File: src/rtl/multicycle_ctrl.sv
// Multicycle FETCH/DECODE/EXEC/MEM/WB control FSM with memory timeout and halt causes.
// Define MULTICYCLE_MISALIGN_TRAP_EN to trap misaligned loads/stores in EXEC.
module multicycle_ctrl #(
   parameter int unsigned TIMEOUT_CYCLES = 255
) (
   input  logic        clk,
   input  logic        rst_n,
   input  logic [31:0] inst,
   input  logic        mem_ready,
   input  logic [1:0]  addr_lsb,
   output logic        ir_we,
   output logic        pc_we,
   output logic        reg_we,
   output logic        mem_req,
   output logic        mem_we,
   output logic        mem_sel_data,
   output logic        alu_src_imm,
   output logic        wb_from_mem,
   output logic [2:0]  state,
   output logic        halted,
   output logic [1:0]  cause,
   output logic [31:0] retired
);

   typedef enum logic [2:0] {
      S_FETCH  = 3'd0,
      S_DECODE = 3'd1,
      S_EXEC   = 3'd2,
      S_MEM    = 3'd3,
      S_WB     = 3'd4,
      S_HALT   = 3'd5
   } state_t;

   localparam logic [1:0] C_ILLEGAL = 2'b01;
   localparam logic [1:0] C_TIMEOUT = 2'b10;
   localparam logic [1:0] C_MISALGN = 2'b11;

   state_t      r_state;
   state_t      w_next;
   logic [7:0]  r_wait;
   logic [7:0]  w_wait_nxt;
   logic [1:0]  r_cause;
   logic [1:0]  w_cause_nxt;
   logic [31:0] r_retired;

   logic w_is_opimm;
   logic w_is_load;
   logic w_is_store;
   logic w_is_ldst;
   logic w_timeout;
   logic w_misalign;

   assign w_is_opimm = (inst[6:0] == 7'b0010011);
   assign w_is_load  = (inst[6:0] == 7'b0000011);
   assign w_is_store = (inst[6:0] == 7'b0100011);
   assign w_is_ldst  = w_is_load | w_is_store;
   assign w_timeout  = (r_wait == 8'(TIMEOUT_CYCLES)) & ~mem_ready;

`ifdef MULTICYCLE_MISALIGN_TRAP_EN
   logic w_unused_inst;
   assign w_unused_inst = ^{inst[31:14], inst[11:7]};
   assign w_misalign = w_is_ldst &
      (((inst[13:12] == 2'b01) & addr_lsb[0]) |
       ((inst[13:12] == 2'b10) & (addr_lsb != 2'b00)));
`else
   logic w_unused_in;
   assign w_unused_in = ^{inst[31:12], inst[11:7], addr_lsb};
   assign w_misalign = 1'b0;
`endif

   always_ff @(posedge clk or negedge rst_n) begin
      if (!rst_n) begin
         r_state   <= S_FETCH;
         r_wait    <= '0;
         r_cause   <= '0;
         r_retired <= '0;
      end else begin
         r_state <= w_next;
         r_wait  <= w_wait_nxt;
         r_cause <= w_cause_nxt;
         if (pc_we) r_retired <= r_retired + 32'd1;
      end
   end

   always_comb begin
      w_next       = r_state;
      w_cause_nxt  = r_cause;
      ir_we        = 1'b0;
      pc_we        = 1'b0;
      reg_we       = 1'b0;
      mem_req      = 1'b0;
      mem_we       = 1'b0;
      mem_sel_data = 1'b0;
      alu_src_imm  = 1'b0;
      wb_from_mem  = 1'b0;
      unique case (r_state)
         S_FETCH: begin
            mem_req = 1'b1;
            if (mem_ready) begin
               ir_we  = 1'b1;
               w_next = S_DECODE;
            end else if (w_timeout) begin
               w_next      = S_HALT;
               w_cause_nxt = C_TIMEOUT;
            end
         end
         S_DECODE: begin
            if (w_is_opimm | w_is_ldst) begin
               w_next = S_EXEC;
            end else begin
               w_next      = S_HALT;
               w_cause_nxt = C_ILLEGAL;
            end
         end
         S_EXEC: begin
            alu_src_imm = 1'b1;
            if (w_misalign) begin
               w_next      = S_HALT;
               w_cause_nxt = C_MISALGN;
            end else if (w_is_ldst) begin
               w_next = S_MEM;
            end else begin
               w_next = S_WB;
            end
         end
         S_MEM: begin
            mem_req      = 1'b1;
            mem_sel_data = 1'b1;
            mem_we       = w_is_store;
            if (mem_ready) begin
               pc_we  = w_is_store;
               w_next = w_is_store ? S_FETCH : S_WB;
            end else if (w_timeout) begin
               w_next      = S_HALT;
               w_cause_nxt = C_TIMEOUT;
            end
         end
         S_WB: begin
            reg_we      = 1'b1;
            pc_we       = 1'b1;
            wb_from_mem = w_is_load;
            w_next      = S_FETCH;
         end
         S_HALT: begin
            w_next = S_HALT;
         end
         default: begin
            w_next      = S_HALT;
            w_cause_nxt = C_ILLEGAL;
         end
      endcase
   end

   // Counter runs only while stalled in the same memory state; any exit or entry clears it.
   always_comb begin
      w_wait_nxt = '0;
      if ((r_state == S_FETCH || r_state == S_MEM) &&
          !mem_ready && (w_next == r_state))
         w_wait_nxt = r_wait + 8'd1;
   end

   assign state   = r_state;
   assign halted  = (r_state == S_HALT);
   assign cause   = r_cause;
   assign retired = r_retired;

endmodule
File: config.mk
export PLATFORM = sky130hd
export DESIGN_NAME = multicycle_ctrl
export DESIGN_NICKNAME = d
export VERILOG_FILES = /design/src/rtl/multicycle_ctrl.sv
export SDC_FILE = /design/constraint.sdc
export NUM_CORES = 1
export LEC_CHECK = 0
export ABC_CLOCK_PERIOD_IN_PS = 2900
export CAP_MARGIN = 10
export CORE_MARGIN = 1.5
export CORE_UTILIZATION = 48
export DETAILED_ROUTE_END_ITERATION = 16
export GPL_TIMING_DRIVEN = 0
export PLACE_DENSITY = 0.91
export SYNTH_ARGS = -nofsm -noshare
export SYNTH_HDL_FRONTEND = slang
export SYNTH_SLANG_ARGS = --single-unit
File: constraint.sdc
create_clock -name clk -period 2.9 [get_ports clk]
set_clock_uncertainty 0.15 [all_clocks]
set_input_delay 0.725 -clock clk [delete_from_list [all_inputs] [get_ports clk]]
set_output_delay 0.725 -clock clk [all_outputs]
set_load 0.03 [all_outputs]
==> metrics.yaml, run 1 <==
ff2ff_path_depth: 5
cts_buffer_depth: 2
grt_max_degree: 30
ys_seq_area_frac: 0.485
p_leak_nw: 1.48
synth_edf_count: 0
synth_top_cells_by_area: "dfrtp_1, xor2_1, nor2_1"
dp_hpwl_mm: 3.74
status: "finished clean"
end_kind: "output pin"
drc_errors: 0
numCtsBuffers: 5
final.min_clock_period_ns: 2.86
slew_headroom: 0.557
drt-vias-per-instance: 5.49
syn_avg_cell_area_um2: 10.3
gp_congestion: 0.928
clock_power_share: 0.353
finalCritPeriodShare: 0.985
synth.most_common_cell: "dfrtp_1"
synth_top_area_share: 0.485
cts-root-buf: "clkbuf_8"
die_width_um: 72.5
antenna_cells: 0
hold_viol: 0
layout-drive-gt1-share: 0.143
async_reset_ff_frac: 1.00
yosys_warnings: 0
crit_chain: "dlygate4sd2_1 > nand4bb_4 > buf_4 > nor4_4 > nor2_4 > inv_2 > buf_6"
fp.dieArea_um2: 5260
drv_cap: 0
first_pass_iters: 4
cts.clk_slew.worst_paths_ns: 0.08
initial_core_util: 0.494
vdd.ir_drop.worst_mv: 0.228
synth_cell_types: 42
core-area_um2: 4690
grt_first_pass_wirelength_mm: 8.45
syn-num-nets: 264
p_seq_frac: 0.604
synth.largest_area_cell: "dfrtp_1"
cp_slowest_stage_delay_ns: 0.36
path_max_fanout: 5
clock-sinks: 45
startpoint_type: "input port"
switching_share: 0.220
num_rows: 25
vias: 1912
cp.arrival_ns: 1.98
pwr_density_cell_nw_per_um2: 335
grt_usage: 0.205
design_area_um2: 3110
ios: 83
rsz0062_at_grt: "yes"
cts_hold_buf: 0
utilization: 0.663
netlist_area_um2: 2320
fmax_ghz: 0.350
maxSlewViolCount: 0
cts_max_level: 2
min_path_type: "input port to asynchronous set/reset pin"
power.switching_mw: 0.229
clock_latency_ns: 0.30
p_int_mw: 0.814
nets: 332
grt_pass1_vias: 1869
cp_slowest_cell: "nor4_4"
critPathKind: "input port to output pin"
tritoncts: "built"
pwr-share-comb: 0.042
antenna_found_initial: 0
tightest_slew_ns: 0.661
routed_wl_mm: 5.11
instances_no_fill: 348
ys.flop_type: "dfrtp_1"
overflow: 0
ys_seq_elements: 45
syn_inst: 225
port_buffers: 55
detail-route-antenna-nets: 0
wl_per_cell_um: 14.7
die_y_um: 72.5
post-place-cells: 335
cp.required_ns: 2.03
dpl_cell_area_um2: 2960
setup_viol: 0
synth.top_cells.by_count: "dfrtp_1, nor2_1, xor2_1"
drt_iter0_drc: 107
synthToLayoutAreaGrowth_pct: 34.1
worst max-delay path, delay by kind of cell:
family	cells	cell delay, ns
buf+inv	4	0.59
simple gates	3	0.67
layout by cell type (no fill, tap or decap), types with 3 or more instances in the layout:
master,instances
dlymetal6s2s_1,3
nand2_1,19
a21oi_1,4
and4_1,4
buf_4,6
nand3_1,11
xor2_1,25
and3_1,9
dfrtp_1,45
o21ai_0,7
nor3_1,9
nor2b_1,3
dlygate4sd2_1,8
nand4_1,6
clkbuf_8,5
inv_1,7
nor2_1,28
or2_2,3
clkdlybuf4s50_1,40
nor4_2,3
xnor2_1,12
power groups by stage:
stage,Clock (mW),Combinational [mW],Sequential (mW)
floorplan,0,0.00760,0.645
CTS,0.376,0.0452,0.630
global placement,0,0.0411,0.642
finish,0.369,0.0443,0.630
detailed placement,0,0.0444,0.642
global route,0.409,0.0497,0.630
state kept, by name, summed over array words and instances, names as in the netlist:
| signal | cells |
|---|---|
| retired | 32 |
| cause | 2 |
| state | 3 |
| r_wait | 8 |
timing repair:
action | CTS | global route
setup endpoints to repair | 5 | 5
pin swaps | 4 | 2
buffers inserted | 5 | 0
cloned | 0 | 0
gates resized for setup | 31 | 8
cells by family after synthesis:
kind of cell / after synthesis / share of synthesized area
simple gates: 110 / 0.277
buf+inv: 11 / 0.0210
fa+ha+maj: 2 / 0.0108
xor+xnor: 37 / 0.140
compound gates: 20 / 0.0658
flops: 45 / 0.485
routing by layer:
metal  share of wire  up-vias  global-route usage
met1            0.44      934               0.269
met5               0        -                   0
met2            0.49       52               0.338
met4           0.011        0              0.0671
met3           0.053        6              0.0472
li1                -      920                   -
path summary, 6_finish.rpt:
kind	start	end	slack [ns]
setup / recovery	inst[3]	pc_we	0.04
hold / removal	rst_n	cause[0]	0.20
setup reg to reg	retired[6]	retired[29]	0.93
hold reg to reg	retired[31]	retired[31]	0.32
max in group asynchronous	rst_n	retired[4]	1.91
min in group clk	retired[31]	retired[31]	0.32
area by class of cell:
cell class,count,area (µm²)
fill,365,1580
multi-input combinational,169,1190
sequential,45,1130
timing repair buffer,61,594
clock buffer,6,72.6
tap,54,67.6
inverter,8,30.0
buffer,3,21.3
clock inverter,2,10.0
per-stage QoR:
stage	hold slack, ns	setup TNS, ns	setup WS (ns)	total power, mW
floorplan	0.279	0	0.131	0.653
CTS	0.204	-0.0911	-0.0911	1.05
global route	0.216	-0.0271	-0.0271	1.09
finish	0.196	0	0.0436	1.04
global placement	0.311	-12.08	-0.894	0.684
detailed placement	0.316	-2.34	-0.942	0.687
(Power assumes the default switching activity.)
==> run 2, diff against run 1 <==
- ABC_AREA: default -> 1
- CORE_UTILIZATION: 48 -> 50
- PLACE_DENSITY: 0.91 -> 0.89
- SETUP_SLACK_MARGIN: default -> 0.4
==> metrics.yaml, run 2 <==
async_reset_ff_frac: 1.00
cts.clk_slew.worst_paths_ns: 0.09
ys.flop_type: "dfrtp_1"
cp_num_cells: 9
clock-sinks: 45
antenna_found_initial: 0
cts-root-buf: "clkbuf_8"
dp_hpwl_mm: 5.98
ff2ff_path_depth: 10
path_max_fanout: 2
cts_buffer_depth: 2
reg2reg_from: "retired[0]"
slew_headroom: 0.673
p_int_mw: 0.810
numCtsBuffers: 5
drv_cap: 0
ios: 83
synth.top_cells.by_count: "nand2_1, nor2_1, nand3_1"
wl_met3_um: 622
met1_length_mm: 3.41
crit_chain: "clkbuf_2 > nor2_4 > nand3_4 > nor2_4 > nand3_4 > nand2_4 > buf_6 > buf_8 > buf_6"
crit_start: "inst[2]"
muxShareOfSynthArea: 0
antenna_cells: 0
power.total_mw: 1.07
synth.largest_area_cell: "dfrtp_1"
syn-num-nets: 487
core-area_um2: 5610
pre_cts_slack_ns: -0.880
pwr-share-comb: 0.037
drt_iter0_drc: 235
end_kind: "output pin"
gp_congestion: 0.930
pwr_density_cell_nw_per_um2: 275
num_rows: 27
nets: 568
tns_ns: 0
yosys.area_share.simple: 0.462
cp_slowest_stage_delay_ns: 0.14
detail-route-antenna-nets: 0
critPathTopFamily: "simple AND/OR/NAND/NOR gates"
synth.most_common_cell: "nand2_1"
grt_max_degree: 26
cp.required_ns: 2.03
largest_register_ffs: 32
rsz0062_at_grt: "yes"
setup_slack_ns: 0.330
vias: 3214
yosys_warnings: 0
grt_pass1_vias: 2949
p_seq_frac: 0.587
min_path_type: "input port to asynchronous set/reset pin"
setup_viol: 0
wl_met2_mm: 4.25
syn_inst: 448
cts_max_level: 2
fp.dieArea_um2: 6360
synth_xor_area_frac: 0.0565
top_layer: "met4"
finalCritPeriodShare: 0.886
clock_latency_ns: 0.30
die_y_um: 79.8
switching_share: 0.241
ys_seq_area_frac: 0.382
grt_first_pass_wirelength_mm: 13.5
maxSlewViolCount: 0
status: "finished clean"
die_width_um: 79.8
wl_per_cell_um: 14.1
cp_slowest_cell: "nor2_4"
synth_top_area_share: 0.382
reg2reg_to: "retired[30]"
critPathKind: "input port to output pin"
synth_top_family_by_area: "simple AND/OR/NAND/NOR gates"
tightest_slew_ns: 0.490
first_pass_iters: 5
tritoncts: "built"
synth_cell_types: 25
netlist_area_um2: 2950
ys_seq_elements: 45
clock_power_share: 0.376
initial_core_util: 0.525
synth_edf_count: 0
fmax_ghz: 0.389
routed_wl_mm: 8.47
synthAdderAreaFrac: 0.00849
most-common-layout-cells: "nand2_1, nor2_1, nand3_1, dfrtp_1"
drc_errors: 0
cp.arrival_ns: 1.70
grt_usage: 0.274
endpoint: "pc_we"
vdd.ir_drop.worst_mv: 0.226
overflow: 0
port_buffers: 55
layout-drive-gt1-share: 0.136
power.switching_mw: 0.258
hold_viol: 0
p_leak_nw: 1.81
final.min_clock_period_ns: 2.57
synth_top_cells_by_area: "dfrtp_1, nand2_1, nand3_1"
syn_avg_cell_area_um2: 6.58
rrSetupSlack_ns: 0.79
synth_compound_area_frac: 0.0161
drt-vias-per-instance: 5.34
startpoint_type: "input port"
synthToLayoutAreaGrowth_pct: 32.1
final_common_cell: "nand2_1"
path_buf_inv: 4
run 2: changes by cell type after synthesis, moves of 5 or more:
cell     change
nand3_1     +45
nand2_1    +163
nand4_1      -5
nor2_1      +37
inv_1       +32
nor3_1       -6
xor2_1       -7
xnor2_1     -11
and3_1       -9
run 2: cells by family after synthesis:
group                      Yosys count
and+or+nand+nor                    322
buffers and inverters               51
DFF                                 45
xor gates and xnor gates            19
AOI/OAI and AO/OA                    9
adders and majority gates            2
run 2: repair_timing:
action,CTS,global route
pin swaps,10,7
gates cloned,0,0
hold buffers,0,0
buffers inserted,13,5
gates resized for setup,68,18
setup endpoints to repair,9,5
run 2: metrics by stage:
step	instances	utilization	instance area (µm²)	hold WS (ns)
final	602	0.694	3890	0.220
after global routing	602	0.694	3890	0.252
after CTS	597	0.686	3850	0.237
after detailed placement	576	0.645	3620	0.304
after global placement	575	0.642	3600	0.302
after floorplan	448	-	2960	0.279
run 2: area by class of cell:
| class | count | area [µm²] |
|---|---|---|
| inverters | 43 | 168 |
| plain buffers | 8 | 71.3 |
| clock buffers | 6 | 72.6 |
| multi-input cells | 352 | 1680 |
| well taps | 72 | 90.1 |
| flip-flops and latches | 45 | 1130 |
| repair buffers | 74 | 668 |
| clock inverters | 2 | 15.0 |
| fillers | 481 | 1720 |
run 2: power by group through the flow:
stage,registers (mW),logic (mW),clock network [mW]
floorplan,0.640,0.00474,0
global placement,0.640,0.0322,0
detailed placement,0.640,0.0357,0
CTS,0.627,0.0387,0.400
global route,0.627,0.0448,0.426
finish,0.627,0.0400,0.401
run 2: routing by layer:
layer	vias up	global-route usage
met5	-	0
met4	0	0.0862
met3	21	0.0549
met2	155	0.493
met1	1484	0.325
li1	1554	-
run 2: worst min path at each step:
stage / end / slack [ns] / depth (start not counted)
floorplan: cause[0] / 0.28 / 0
global placement: r_wait[0] / 0.30 / 1
detailed placement: r_wait[0] / 0.30 / 1
CTS: retired[0] / 0.24 / 1
global route: retired[0] / 0.25 / 1
finish: retired[0] / 0.22 / 1
==> run 3, diff against run 2 <==
- CTS_CLUSTER_DIAMETER: default -> 80
==> results of run 3 <==
Final layout, timing and power as in run 2 (identical DEF).
